[config.mk]
export PLATFORM = sky130hd
export DESIGN_NAME = serial_adder_ctrl
export DESIGN_NICKNAME = d
export VERILOG_FILES = /design/src/rtl/serial_adder_pkg.sv /design/src/rtl/sum_deserializer.sv /design/src/rtl/serial_adder_ctrl.sv
export SDC_FILE = /design/constraint.sdc
export NUM_CORES = 1
export LEC_CHECK = 0
export CORE_UTILIZATION = 45
export CTS_BUF_LIST = sky130_fd_sc_hd__clkbuf_8
export DETAILED_ROUTE_END_ITERATION = 16
export GPL_TIMING_DRIVEN = 1
export PLACE_DENSITY = 0.82
export SYNTH_ARGS = -nofsm -noshare
export SYNTH_HDL_FRONTEND = slang
export SYNTH_SLANG_ARGS = --single-unit
[constraint.sdc]
create_clock -name clk -period 2.14 [get_ports clk]
set_input_delay 0.321 -clock clk [delete_from_list [all_inputs] [get_ports clk]]
set_output_delay 0.321 -clock clk [all_outputs]
set_load 0.01 [all_outputs]
[src/rtl/serial_adder_pkg.sv]
// Shared types and defaults for the bit-serial adder and its controller.
package serial_adder_pkg;

  localparam int unsigned ADDER_WIDTH = 8;

  typedef enum logic [2:0] {
    IDLE  = 3'd0,
    CLR   = 3'd1,
    LOAD  = 3'd2,
    SHIFT = 3'd3,
    DONE  = 3'd4
  } state_e;

endpackage

[src/rtl/sum_deserializer.sv]
// Right-shifting SIPO collecting serial sum bits, plus final carry capture.
module sum_deserializer
  import serial_adder_pkg::*;
#(
  parameter int unsigned WIDTH = ADDER_WIDTH
) (
  input  logic             clk,
  input  logic             rst_n,
  input  logic             clr,
  input  logic             shift_en,
  input  logic             last,
  input  logic             sum_bit,
  input  logic             carry_bit,
  output logic [WIDTH-1:0] result,
  output logic             carry_o
);

  logic [WIDTH-1:0] result_q, result_d;
  logic             carry_q, carry_d;

  // Next value: clear, shift sum bit in at the MSB, grab carry on the last shift
  always_comb begin
    result_d = result_q;
    carry_d  = carry_q;
    if (clr) begin
      result_d = '0;
      carry_d  = 1'b0;
    end else if (shift_en) begin
      result_d = {sum_bit, result_q[WIDTH-1:1]};
      if (last) begin
        carry_d = carry_bit;
      end
    end
  end

  // Result and carry registers
  always_ff @(posedge clk or negedge rst_n) begin
    if (!rst_n) begin
      result_q <= '0;
      carry_q  <= 1'b0;
    end else begin
      result_q <= result_d;
      carry_q  <= carry_d;
    end
  end

  assign result  = result_q;
  assign carry_o = carry_q;

endmodule

[src/rtl/serial_adder_ctrl.sv]
// Sequencer for the bit-serial adder: operand handshake, adder control, result handshake.
module serial_adder_ctrl
  import serial_adder_pkg::*;
#(
  parameter int unsigned WIDTH = ADDER_WIDTH
) (
  input  logic             clk,
  input  logic             rst_n,
  input  logic             in_valid,
  output logic             in_ready,
  input  logic [WIDTH-1:0] op_a,
  input  logic [WIDTH-1:0] op_b,
  output logic             out_valid,
  input  logic             out_ready,
  output logic [WIDTH-1:0] result,
  output logic             carry_o,
  output logic             adder_rst,
  output logic             load_a,
  output logic             load_b,
  output logic             enable,
  output logic [WIDTH-1:0] data_a,
  output logic [WIDTH-1:0] data_b,
  input  logic             sum_bit,
  input  logic             carry_bit
);

  localparam int unsigned CW = (WIDTH > 1) ? $clog2(WIDTH) : 1;
  localparam logic [CW-1:0] LAST = CW'(WIDTH - 1);

  state_e           state_q, state_d;
  logic [CW-1:0]    cnt_q, cnt_d;
  logic [WIDTH-1:0] data_a_q, data_a_d;
  logic [WIDTH-1:0] data_b_q, data_b_d;
  logic             shift_last;

  // Next-state, counter and operand latch logic
  always_comb begin
    state_d  = state_q;
    cnt_d    = cnt_q;
    data_a_d = data_a_q;
    data_b_d = data_b_q;
    case (state_q)
      IDLE: begin
        if (in_valid) begin
          data_a_d = op_a;
          data_b_d = op_b;
          state_d  = CLR;
        end
      end
      CLR:  state_d = LOAD;
      LOAD: begin
        cnt_d   = '0;
        state_d = SHIFT;
      end
      SHIFT: begin
        cnt_d = cnt_q + CW'(1);
        if (cnt_q == LAST) begin
          state_d = DONE;
        end
      end
      DONE: begin
        if (out_ready) begin
          state_d = IDLE;
        end
      end
      default: state_d = IDLE;
    endcase
  end

  // State, counter and operand registers
  always_ff @(posedge clk or negedge rst_n) begin
    if (!rst_n) begin
      state_q  <= IDLE;
      cnt_q    <= '0;
      data_a_q <= '0;
      data_b_q <= '0;
    end else begin
      state_q  <= state_d;
      cnt_q    <= cnt_d;
      data_a_q <= data_a_d;
      data_b_q <= data_b_d;
    end
  end

  assign shift_last = (state_q == SHIFT) && (cnt_q == LAST);

  sum_deserializer #(
    .WIDTH(WIDTH)
  ) u_deser (
    .clk      (clk),
    .rst_n    (rst_n),
    .clr      (state_q == LOAD),
    .shift_en (state_q == SHIFT),
    .last     (shift_last),
    .sum_bit  (sum_bit),
    .carry_bit(carry_bit),
    .result   (result),
    .carry_o  (carry_o)
  );

  // Control outputs are plain decodes of the registered state; adder_rst also
  // follows rst_n directly so the adder is cleared while we are held in reset.
  assign in_ready  = (state_q == IDLE);
  assign out_valid = (state_q == DONE);
  assign load_a    = (state_q == LOAD);
  assign load_b    = (state_q == LOAD);
  assign enable    = (state_q == SHIFT);
  assign adder_rst = ~rst_n | (state_q == CLR);
  assign data_a    = data_a_q;
  assign data_b    = data_b_q;

endmodule
# Yosys cells after proc, flatten, opt, wreduce, memory -nomap -nowiden
# Index checks and enable logic that the tools add are counted.
[totals]
inputBits = 22
output_inout_bits = 31
ff_bits = 31
wordCells = 34
[classes]
muxes = 10
n_eq_ne = 8
reduce_logical = 7
bitwise = 2
addsub = 1
[ops]
columns = ["cell", "n"]
rows = [
  ["2-to-1 mux 8 bit", 2],
  ["one-hot mux 3 bit (5 select lines)", 1],
  ["2-to-1 mux 3 bit", 3],
  ["== test 3 x 2 -> 1 bit (second input constant)", 2],
  ["== test 3 bit (second input constant)", 2],
  ["one-hot mux 3 bit (2 select lines)", 1],
  ["inequality test 2 x 1 -> 1 bit (second input constant)", 2],
  ["AND reduction 2 bit", 2],
  ["nonzero test 2 bit", 2],
  ["adder 3 x 1 -> 3 bit (second input constant)", 1],
  ["== test 3 x 1 -> 1 bit (second input constant)", 1],
  ["logical NOT 3 bit", 1],
  ["2-to-1 mux 1 bit", 3],
  ["AND reduction 3 bit", 1],
  ["inequality test 2 bit (second input constant)", 1],
  ["logical AND 1 bit", 1],
  ["NOT 1 bit", 1],
  ["OR 1 bit", 1],
]

# Longest topological paths before layout
[logic_depth]
word_depth = 5
ltp_mapped = 6
depth_no_buf = 5

# Modules after synthesis
# A second synthesis with hierarchy kept.
[unflattened]
hier_cells = 101
area_unflattened_um2 = 1392.6
[by_module_without_submodules]
columns = ["mod", "area_each_um2", "cells_each", "instances", "seq_area_each_um2"]
rows = [
  ["serial_adder_ctrl", 1018.5, 71, 1, 550.5],
  ["sum_deserializer", 374.1, 30, 1, 225.2],
]

# Least setup slack after synthesis
# OpenSTA, ideal clock, no wires.
[synth_path]
kind = "flip-flop to flip-flop"
start = "reg state_q[0]"
end = "reg data_a_q[0], in the netlist data_a[0]"
required_time_ps = 2015
synth_period_minus_slack_ps = 1574
slack_ps = 566
arrival_time_ps = 1449
stages_incl_launch_ff = 7
setup_ps = 125
n_path_buf = 3
path_cell_list = "dfrtp_1 buf_6 nor3_2 and2_4 buf_8 buf_12 mux2_4"
[synth_via]
elab_chain_len = 2
[synth_rtl]
columns = ["item", "line", "rtl"]
rows = [
  ["start, declared", "serial_adder_ctrl.sv:30", "state_e state_q, state_d;"],
  ["start signal, assigned", "serial_adder_ctrl.sv:78", "state_q <= state_d;"],
  ["logical NOT 3 bit", "-", ""],
  ["net in_ready", "serial_adder_ctrl.sv:10", "output logic in_ready,"],
  ["AND reduction 2 bit (no source line)", "-", ""],
  ["end signal, assigned", "serial_adder_ctrl.sv:80", "data_a_q <= data_a_d;"],
  ["end, declared", "serial_adder_ctrl.sv:32", "logic [WIDTH-1:0] data_a_q, data_a_d;"],
]
# The timed path passes the listed nets, and every way through them passes these cells.
# A chain may end at the register's enable or synchronous reset.

# Worst setup path after layout
[layout_path]
start = "reg state_q[0]"
end = "out adder_rst"
[layout_via]
elab_chain_len = 2
[layout_rtl]
columns = ["item", "line", "rtl"]
rows = [
  ["== test 3 x 1 -> 1 bit", "serial_adder_ctrl.sv:108", "assign adder_rst = ~rst_n | (state_q == CLR);"],
  ["OR 1 bit", "serial_adder_ctrl.sv:108", ""],
  ["end, declared", "serial_adder_ctrl.sv:17", "output logic adder_rst,"],
]
# Every way passes these cells.

==> results.toml <==
[timing]
setup_ws_ns = 0.136
final-hold-violation-count = 0
hold-worst-slack_ns = 0.482
setup-violations-final = 0
tightestPinTransition_ns = 0.382
finalClockSkew_ns = 0.00837
grt_setup_unrepaired = "false"
maxSlewViolCount = 0
timing.final.crit_share_pct = 93.6
timing.slew.headroom_pct = 74.5
fin_setup_tns_ns = 0
period_needed_ns = 2.00
max_clock_freq_mhz = 499

[critical_path]
arrival_ns = 1.68
timing.critical_path.max_delay_family = "buffers and inverters"
cp-start-kind = "flop"
rr_worst_depth = 3
critical_path.slowest_cell = "sky130_fd_sc_hd__clkdlybuf4s50_1"
regToRegEndpoint = "data_b[4]$_DFFE_PN0P_"
max_stage_delay_ns = 0.57
worst-endpoint-required_ns = 1.82
critical_path.cell_chain = "inv_1 -> o31ai_1 -> clkdlybuf4s50_1"
worst-path-buf-inv = 2
worst-setup-path-type = "flop to output port"
setup_crit_end_kind = "output port"
r2r_setup_slack_ns = 0.62
peak_fanout_along_the_critical_path = 9
reg2reg_from = "state_q[0]$_DFFE_PN0P_"

[power]
power.share.switching_pct = 30.7
pwr-share-comb_pct = 43.7
ir_worst_vdd_v = 0.00121
power_switching_mw = 0.887
pwr-share-seq_pct = 36.1
clock_power_share_pct = 20.2
power.static_leakage_nw = 0.875
power.density_mw_per_mm2 = 1470
p_int_mw = 2.00

[layout]
final_cell_area_sq_mm = 0.00197
post_route_cells_drive_above_1_share_pct = 17.6
n_antenna_cell = 0
layout-area-overhead-vs-synth_pct = 46.9
nets = 188

[global_route]
grt_pass1_wl_um = 4480
grt_start_max_net_pins = 32
overflow = 0
grt_antenna_before_repair = 0
gr-usage-all-layers_pct = 19.0
first_global_vias = 978

[place]
place_hpwl_um = 2060
placed_cell_area_sq_mm = 0.00185
buffer_ports.inserted = 52
dpl_worst_slack_ns = 0.394
place.gp.congestion = 0.742

[cts]
tritoncts_clock_tree = "yes"
cts_resized = 0
htree_levels = 2
ctsLongestPathBuffers = 2
clock_sink_count = 31
worstSkewPairLatency_ns = 0.28
clk_pin_slew_ns = 0.07
post-cts-setup-buffers = 0
clock-root-buffer = "sky130_fd_sc_hd__clkbuf_8"
numCtsBuffers = 5
cts_hold_buf = 0

[floorplan]
num_rows = 19
start_util_pct = 48.2
dieHeight_um = 56.6
die_outline_area_sq_mm = 0.00320
core_area_sq_mm = 0.00278
ioPinCount = 53
die_x_um = 56.6

[synthesis]
synthCells = 110
ys_dominant_reg_cell = "sky130_fd_sc_hd__dfrtp_1"
syn-num-nets = 134
netlist.top_cell.by_area = "sky130_fd_sc_hd__dfrtp_1"
ys_top_cells_by_area = "sky130_fd_sc_hd__dfrtp_1, sky130_fd_sc_hd__mux2_4, sky130_fd_sc_hd__nand2_1"
synth-async-reset-ratio_pct = 100
synth_edf_count = 0
syn_area_sq_mm = 0.00134
most_instantiated_cells_after_synthesis = "sky130_fd_sc_hd__dfrtp_1, sky130_fd_sc_hd__nand2_1, sky130_fd_sc_hd__mux2_4, sky130_fd_sc_hd__o21ai_0, sky130_fd_sc_hd__mux2_2"
syn_avg_cell_area_sq_um = 12.2
synth.top_cell.area_share_pct = 57.9
synth_cell_type_count = 24
synth.yosys.seq_area_share_pct = 57.9
yosysWarnings = 0
yosysMostFrequentCell = "sky130_fd_sc_hd__dfrtp_1"
ys_seq_elements = 31

[worst_hold_path]
worst_hold_path_type = "flop to flop"
hold_path_end = "u_deser.result[0]$_DFFE_PN0P_"
hold_path_startpoint = "u_deser.result[0]$_DFFE_PN0P_"
min_path_cells = 2

[route]
drt_iter0_markers = 11
first_drt_pass_iteration_count = 2
drc = 0
post_dr_wirelength_cell_um = 14.1
vias = 972
final_antenna_net_count = 0
avgViaCountPerCell = 4.96
detail_route.wirelength_um = 2770

[status]
run_status = "finished clean"

[flow_run]
timing.max_cap.violations = 0
[cell usage in the layout, fill, tap and decap left out, types with 2 or more instances in the layout]
| cell | n |
|---|---|
| sky130_fd_sc_hd__dfrtp_1 | 31 |
| sky130_fd_sc_hd__o21ai_0 | 10 |
| sky130_fd_sc_hd__nand2b_1 | 2 |
| sky130_fd_sc_hd__clkdlybuf4s50_1 | 52 |
| sky130_fd_sc_hd__nor2_1 | 4 |
| sky130_fd_sc_hd__nand2_1 | 24 |
| sky130_fd_sc_hd__mux2_2 | 6 |
| sky130_fd_sc_hd__ha_1 | 2 |
| sky130_fd_sc_hd__clkbuf_8 | 6 |
| sky130_fd_sc_hd__mux2_4 | 10 |
| sky130_fd_sc_hd__buf_4 | 3 |
| sky130_fd_sc_hd__inv_1 | 3 |
| sky130_fd_sc_hd__o22ai_1 | 2 |
[power by group through the flow]
| stage | Clock (mW) | Sequential, mW | Combinational [mW] |
|---|---|---|---|
| 6_report | 0.585 | 1.04 | 1.26 |
| 5_1_grt | 0.625 | 1.08 | 1.37 |
| 4_1_cts | 0.598 | 1.05 | 1.28 |
| 3_5_place_dp | 0 | 1.06 | 1.27 |
| 3_3_place_gp | 0 | 1.03 | 1.24 |
| 2_1_floorplan | 0 | 1.13 | 0.545 |
[worst max-delay path by stage]
| stage | from | cells past startpoint | to |
|---|---|---|---|
| global route | state_q[0]$_DFFE_PN0P_ | 3 | adder_rst |
| floorplan | state_q[0]$_DFFE_PN0P_ | 6 | data_a[0]$_DFFE_PN0P_ |
| detailed placement | rst_n | 3 | adder_rst |
| CTS | state_q[0]$_DFFE_PN0P_ | 3 | adder_rst |
| global placement | rst_n | 3 | adder_rst |
| finish | state_q[0]$_DFFE_PN0P_ | 3 | adder_rst |
[state kept, by name (all words and copies together) (netlist names)]
signal	cells
state_q	3
u_deser.result	8
data_b	8
u_deser.carry_o	1
data_a	8
cnt_q	3
[area by class of cell]
cell class	count	area, sq um
Fill cell	221	813
Sequential cell	31	776
Timing Repair Buffer	55	543
Multi-Input combinational cell	68	482
Clock buffer	6	82.6
Tap cell	31	38.8
Clock inverter	2	35.0
Inverter	3	11.3
[logic make-up after synthesis]
group | after synthesis | share of synthesized area [%]
and+or+nand+nor | 34 | 11.0
DFF | 31 | 57.9
buffers and inverters | 11 | 6.16
muxes | 16 | 16.2
adders and majority gates | 2 | 1.87
AOI/OAI and AO/OA | 16 | 6.82
[per-stage QoR]
stage,power (mW),util [%],instances
floorplan,1.67,-,110
global placement,2.27,66.5,188
detailed placement,2.33,66.5,188
CTS,2.93,70.8,196
global route,3.07,70.8,196
finish,2.89,70.8,196
[per-layer routing]
metal / part of all wire [%] / global-route usage (%)
met5: 0 / 0
met4: 2.5 / 8.71
met3: 8.2 / 8.53
met2: 49 / 30.6
met1: 40 / 21.7
[worst register-to-register path: stages (launching register included)]
cell	delay [ns]
sky130_fd_sc_hd__dfrtp_1	0.46
sky130_fd_sc_hd__nor3_2	0.22
sky130_fd_sc_hd__and2_4	0.35
sky130_fd_sc_hd__mux2_2	0.38
(Power assumes the default switching activity.)
